==> src/rtl/adder_arb_seq.sv <==
// -----------------------------------------------------------------------------
// adder_arb_seq
//
// Shares one registered-input WIDTH-bit adder core between two requesters and
// performs WORDS x WIDTH-bit additions by issuing one slice at a time, LSB
// slice first. Each slice's carry-out feeds the next slice's carry-in.
//
// Parameters
//   WIDTH    slice width; must match the adder core
//   WORDS    slices per transaction (1..16)
//   ADD_LAT  core latency, add_valid to add_ready; sizes the stall watchdog
//
// Ports
//   clk, reset                  clock, asynchronous active-high reset
//   reqN_valid / reqN_ready     requester N handshake (N = 0, 1)
//   reqN_x, reqN_y, reqN_cin    requester N operands
//   add_valid, add_x, add_y,
//   add_cin                     slice issue to the adder core
//   add_z, add_cout, add_ready  slice result from the adder core
//   rsp_valid / rsp_ready       result handshake
//   rsp_id, rsp_sum, rsp_cout   result owner, full sum, final carry
//   rsp_ovf                     signed overflow (only with ADDSEQ_OVERFLOW_EN)
//   busy                        FSM is not in IDLE
//   stall_err                   sticky: core did not answer within 4*ADD_LAT
//
// Build option
//   ADDSEQ_OVERFLOW_EN  adds rsp_ovf, the two's-complement overflow of the
//                       full-width add.
// -----------------------------------------------------------------------------
module adder_arb_seq #(
  parameter int WIDTH   = 8,
  parameter int WORDS   = 4,
  parameter int ADD_LAT = 2
) (
  input  logic                   clk,
  input  logic                   reset,

  input  logic                   req0_valid,
  output logic                   req0_ready,
  input  logic [WIDTH*WORDS-1:0] req0_x,
  input  logic [WIDTH*WORDS-1:0] req0_y,
  input  logic                   req0_cin,

  input  logic                   req1_valid,
  output logic                   req1_ready,
  input  logic [WIDTH*WORDS-1:0] req1_x,
  input  logic [WIDTH*WORDS-1:0] req1_y,
  input  logic                   req1_cin,

  output logic                   add_valid,
  output logic [WIDTH-1:0]       add_x,
  output logic [WIDTH-1:0]       add_y,
  output logic                   add_cin,
  input  logic [WIDTH-1:0]       add_z,
  input  logic                   add_cout,
  input  logic                   add_ready,

  output logic                   rsp_valid,
  input  logic                   rsp_ready,
  output logic                   rsp_id,
  output logic [WIDTH*WORDS-1:0] rsp_sum,
  output logic                   rsp_cout,
`ifdef ADDSEQ_OVERFLOW_EN
  output logic                   rsp_ovf,
`endif
  output logic                   busy,
  output logic                   stall_err
);

  localparam int N        = WIDTH * WORDS;
  localparam int IDXW     = (WORDS > 1) ? $clog2(WORDS) : 1;
  localparam int WD_LIMIT = 4 * ADD_LAT;
  localparam int WDW      = $clog2(WD_LIMIT + 1);

  localparam logic [IDXW-1:0] LAST_IDX = IDXW'(WORDS - 1);
  localparam logic [WDW-1:0]  WD_LAST  = WDW'(WD_LIMIT - 1);

  typedef enum logic [1:0] {
    IDLE,
    ISSUE,
    WAIT,
    RESP
  } state_t;

  state_t          state;
  logic            ptr;      // requester that wins when both ask
  logic [IDXW-1:0] idx;      // slice currently in flight
  logic [WDW-1:0]  wd_cnt;   // WAIT cycles spent on the current slice
  logic [N-1:0]    x_reg;
  logic [N-1:0]    y_reg;

  // Arbitration and next-slice selection
  logic            both;
  logic            gnt_any;
  logic            gnt_id;
  logic [N-1:0]    gnt_x;
  logic [N-1:0]    gnt_y;
  logic            gnt_cin;
  logic [IDXW-1:0] idx_next;
  int              cur_base;
  int              nxt_base;

  always_comb begin
    both     = req0_valid & req1_valid;
    gnt_any  = req0_valid | req1_valid;
    gnt_id   = both ? ptr : req1_valid;
    gnt_x    = gnt_id ? req1_x   : req0_x;
    gnt_y    = gnt_id ? req1_y   : req0_y;
    gnt_cin  = gnt_id ? req1_cin : req0_cin;
    idx_next = idx + IDXW'(1);
    cur_base = int'(idx) * WIDTH;
    nxt_base = int'(idx_next) * WIDTH;
  end

  // Single FSM; every output is a register updated on state transitions so
  // that the strobes line up exactly with the state they belong to.
  always_ff @(posedge clk or posedge reset) begin
    if (reset) begin
      state      <= IDLE;
      ptr        <= 1'b0;
      idx        <= '0;
      wd_cnt     <= '0;
      x_reg      <= '0;
      y_reg      <= '0;
      req0_ready <= 1'b0;
      req1_ready <= 1'b0;
      add_valid  <= 1'b0;
      add_x      <= '0;
      add_y      <= '0;
      add_cin    <= 1'b0;
      rsp_valid  <= 1'b0;
      rsp_id     <= 1'b0;
      rsp_sum    <= '0;
      rsp_cout   <= 1'b0;
`ifdef ADDSEQ_OVERFLOW_EN
      rsp_ovf    <= 1'b0;
`endif
      busy       <= 1'b0;
      stall_err  <= 1'b0;
    end else begin
      req0_ready <= 1'b0;
      req1_ready <= 1'b0;

      case (state)
        IDLE: begin
          if (gnt_any) begin
            req0_ready <= ~gnt_id;
            req1_ready <= gnt_id;
            // A lone request leaves the round-robin pointer untouched.
            if (both) begin
              ptr <= ~gnt_id;
            end
            x_reg     <= gnt_x;
            y_reg     <= gnt_y;
            // Slice 0 is presented straight from the request so ISSUE can
            // strobe the core on the very next cycle.
            add_x     <= gnt_x[WIDTH-1:0];
            add_y     <= gnt_y[WIDTH-1:0];
            add_cin   <= gnt_cin;
            add_valid <= 1'b1;
            idx       <= '0;
            wd_cnt    <= '0;
            rsp_id    <= gnt_id;
            rsp_sum   <= '0;
            rsp_cout  <= 1'b0;
`ifdef ADDSEQ_OVERFLOW_EN
            rsp_ovf   <= 1'b0;
`endif
            busy      <= 1'b1;
            state     <= ISSUE;
          end
        end

        ISSUE: begin
          add_valid <= 1'b0;
          wd_cnt    <= '0;
          state     <= WAIT;
        end

        WAIT: begin
          if (add_ready) begin
            rsp_sum[cur_base +: WIDTH] <= add_z;
            if (idx == LAST_IDX) begin
              rsp_cout  <= add_cout;
`ifdef ADDSEQ_OVERFLOW_EN
              // carry into MSB = z ^ x ^ y at the MSB; overflow = that ^ cout
              rsp_ovf   <= add_z[WIDTH-1] ^ x_reg[N-1] ^ y_reg[N-1] ^ add_cout;
`else
              // signed overflow is not tracked in this build
`endif
              rsp_valid <= 1'b1;
              state     <= RESP;
            end else begin
              // add_cin doubles as the stored chained carry.
              idx       <= idx_next;
              add_x     <= x_reg[nxt_base +: WIDTH];
              add_y     <= y_reg[nxt_base +: WIDTH];
              add_cin   <= add_cout;
              add_valid <= 1'b1;
              state     <= ISSUE;
            end
          end else if (wd_cnt == WD_LAST) begin
            // Core never answered: drop the transaction without a response.
            stall_err <= 1'b1;
            busy      <= 1'b0;
            state     <= IDLE;
          end else begin
            wd_cnt <= wd_cnt + WDW'(1);
          end
        end

        RESP: begin
          if (rsp_ready) begin
            rsp_valid <= 1'b0;
            busy      <= 1'b0;
            state     <= IDLE;
          end
        end

        default: begin
          state <= IDLE;
        end
      endcase
    end
  end

endmodule
==> config.mk <==
export PLATFORM = sky130hd
export DESIGN_NAME = adder_arb_seq
export DESIGN_NICKNAME = d
export VERILOG_FILES = /design/src/rtl/adder_arb_seq.sv
export SDC_FILE = /design/constraint.sdc
export NUM_CORES = 1
export LEC_CHECK = 0
export ABC_AREA = 1
export CAP_MARGIN = 15
export CORE_UTILIZATION = 45
export CTS_CLUSTER_SIZE = 25
export DETAILED_ROUTE_END_ITERATION = 8
export PLACE_DENSITY = 0.77
export SKIP_LAST_GASP = 1
export SYNTH_ARGS = -nofsm -noshare
export SYNTH_HDL_FRONTEND = slang
export SYNTH_SLANG_ARGS = --single-unit
export TNS_END_PERCENT = 50
==> constraint.sdc <==
create_clock -name clk -period 12.3 [get_ports clk]
set_input_delay 2.46 -clock clk [delete_from_list [all_inputs] [get_ports clk]]
set_output_delay 2.46 -clock clk [all_outputs]
set_load 0.1 [all_outputs]
==> results.yml <==
status:
  status: "complete, but fails checks"
  violations: "DRC"
setup_path:
  critPathKind: "primary input to register"
  cp_top_family: "simple AND/OR/NAND/NOR gates"
  path_cells: "clkdlybuf4s50_1 > nand2_2 > nand2_2 > nor2_4 > nand2_1 > nand3_1"
  rr_worst_depth: 6
  cp-start-kind: "primary input"
  crit_required_ns: 12.65
  path_common_cell: "nand2_2"
  crit_fanout: 49
  endpoint_kind: "register"
  critPathSlowestCell: "nor2_4"
  worst-path-buf-inv: 1
  r2r-end: "rsp_sum[8]$_DFFE_PP0P_"
  crit_arrival_ns: 4.97
  reg2reg_slack_ns: 9.38
  startpoint: "req0_valid"
  cpPeakStageDelay_ns: 0.91
  rr_startpoint: "idx[0]$_DFFE_PP0P_"
worst_hold_path:
  hold_start: "add_x[4]$_DFFE_PP0P_"
  hp-class: "register to register"
  whs_endpoint: "add_x[4]$_DFFE_PP0P_"
  whs_path_depth: 2
die:
  die_x_um: 126
  coreArea_um2: 14700
  die_area_um2: 15800
  ioPinCount: 202
  initial_core_util_pct: 46.7
  fp.dieH_um: 126
  num_rows: 44
yosys:
  synth_top_area_cell: "dfrtp_1"
  synth_common_cells: "378 x nand2_1, 155 x nand3_1, 130 x dfrtp_1"
  yosysMostFrequentCell: "nand2_1"
  syn-num-nets: 1089
  avgSynthCellArea_um2: 7.33
  async_reset_ff_share_pct: 100
  synth_top_area_share_pct: 47.4
  ys_seq_area_share_pct: 47.4
  yosysWarnings: 0
  syn_area_um2: 6870
  synth-edff-count: 0
  ys_ff_latch: 130
  synth_cell_types: 30
  syn_inst: 937
  yosys_most_used_dff: "dfrtp_1"
  synth.area.top_cells: "dfrtp_1 47%, nand2_1 21%, nand3_1 11%"
sta:
  post-route-period-util_pct: 37.6
  min_period_ns: 4.62
  slew_headroom_pct: 27.4
  fmax_mhz: 216
  setup_tns_ns: 0
  rsz0062_at_grt: "false"
  tightest_slew_ns: 1.09
  clock_skew_ns: 0.00526
  hold_viol_final: 0
  setup_violations: 0
  report.final.slew_viol_count: 0
clocking:
  htree_num_levels: 4
  clk_pin_slew_worst_paths_ns: 0.05
  cts_buffers: 17
  cts_buffer_depth: 2
  clockRootBuffer: "clkbuf_16"
  cts_setup_buffers: 0
  cts_tree: "yes"
  cts_resized: 0
  cts_hold_buffers: 0
  worstSkewPairLatency_ns: 0.42
  cts.sinks: 130
run:
  cap_violations: 0
layout:
  nets: 1270
  diodes: 0
  finalCoreUtilization_pct: 64.2
  drive_above_1_share_pct: 5.13
  finalNonFillerCells: 1315
  area_growth_pct: 37.5
power_and_ir_drop:
  irDropWorstVdd_v: 0.000131
  power.density_nw_per_um2: 258
  p_leak_nw: 4.58
global_routing:
  grt_pass1_vias: 6399
  overflow: 0
  grt_pass1_wl_mm: 32.3
  grt_start_max_net_pins: 81
  grt_use_total_pct: 26.4
  antenna_found_initial: 0
drt:
  drt_wl_total_mm: 20.1
  drt_iter0_drc: 492
  avgRoutedWirePerCell_um: 15.3
  num_vias: 6752
  drtPass1Iterations: 8
  vias_per_cell: 5.13
  ant_nets: 0
  drc: 7
placed_design:
  hpwl_mm: 14.2
  port_buffers: 201
  dp_cells: 1283
  gp_congestion: 0.850
## layout make-up
type / instances / area (um2)
fill: 1307 / 5260
sequential: 130 / 3250
multi-input combinational: 666 / 3000
timing repair buffer: 206 / 2050
clock buffer: 26 / 479
inverter: 97 / 369
tap: 184 / 230
clock inverter: 6 / 55.1
## tightest hold or removal path, stage by stage, from the launching register on
cell and delay (ns):
dfrtp_1 0.33, nand2_1 0.05, nand2_1 0.06
## cells in the final DEF (no fill, tap or decap), types with 7 or more instances in the layout
master	instances
nor2_1	45
inv_1	91
o21ai_1	16
clkbuf_16	17
a31oi_1	16
clkdlybuf4s50_1	201
nor3_1	12
dfrtp_1	130
ha_1	7
nand3_1	155
clkbuf_1	7
nand2_1	378
## how the worst max path moves through the flow
stage,slack (ns),end,cells past startpoint
final,7.68,x_reg[30]$_DFFE_PP0P_,6
after global routing,7.48,x_reg[16]$_DFFE_PP0P_,6
after CTS,7.72,x_reg[30]$_DFFE_PP0P_,6
after detailed placement,7.29,x_reg[30]$_DFFE_PP0P_,6
after global placement,7.41,x_reg[20]$_DFFE_PP0P_,6
after floorplan,6.37,add_cin$_DFFE_PP0P_,1
## power by group
| part | internal [mW] | switching [mW] | total (mW) | leakage [nW] |
|---|---|---|---|---|
| clock | 0.287 | 0.181 | 0.468 | 0.266 |
| combinational | 0.351 | 0.921 | 1.27 | 2.68 |
| sequential | 0.595 | 0.103 | 0.697 | 1.64 |
| total | 1.23 | 1.20 | 2.44 | 4.58 |
## cell families after synthesis
kind of cell    synth area share, %
simple gates                   38.0
buf+inv                        9.09
flops                          47.4
compound gates                 4.05
fa+ha+maj                      1.28
xor+xnor                      0.255
## metal layers
| layer | track usage (%) | part of all wire [%] | vias up | wire length, um |
|---|---|---|---|---|
| met1 | 33.6 | 42 | 3130 | 8510 |
| met3 | 6.80 | 7.7 | 32 | 1550 |
| met4 | 8.97 | 2.1 | 0 | 418 |
| met2 | 43.5 | 48 | 274 | 9590 |
| met5 | 0 | 0 | - | 0 |
| li1 | - | - | 3316 | - |
## through the flow
stage | hold slack (ns) | area [um2] | total power, mW | setup WS, ns
global placement | 0.460 | 8910 | 1.94 | 7.41
detailed placement | 0.464 | 8910 | 1.97 | 7.29
finish | 0.475 | 9440 | 2.44 | 7.68
floorplan | 0.464 | 6870 | 1.66 | 6.37
global route | 0.502 | 9440 | 2.59 | 7.48
CTS | 0.479 | 9440 | 2.44 | 7.72
No activity file was read; power rests on OpenSTA's default activity.
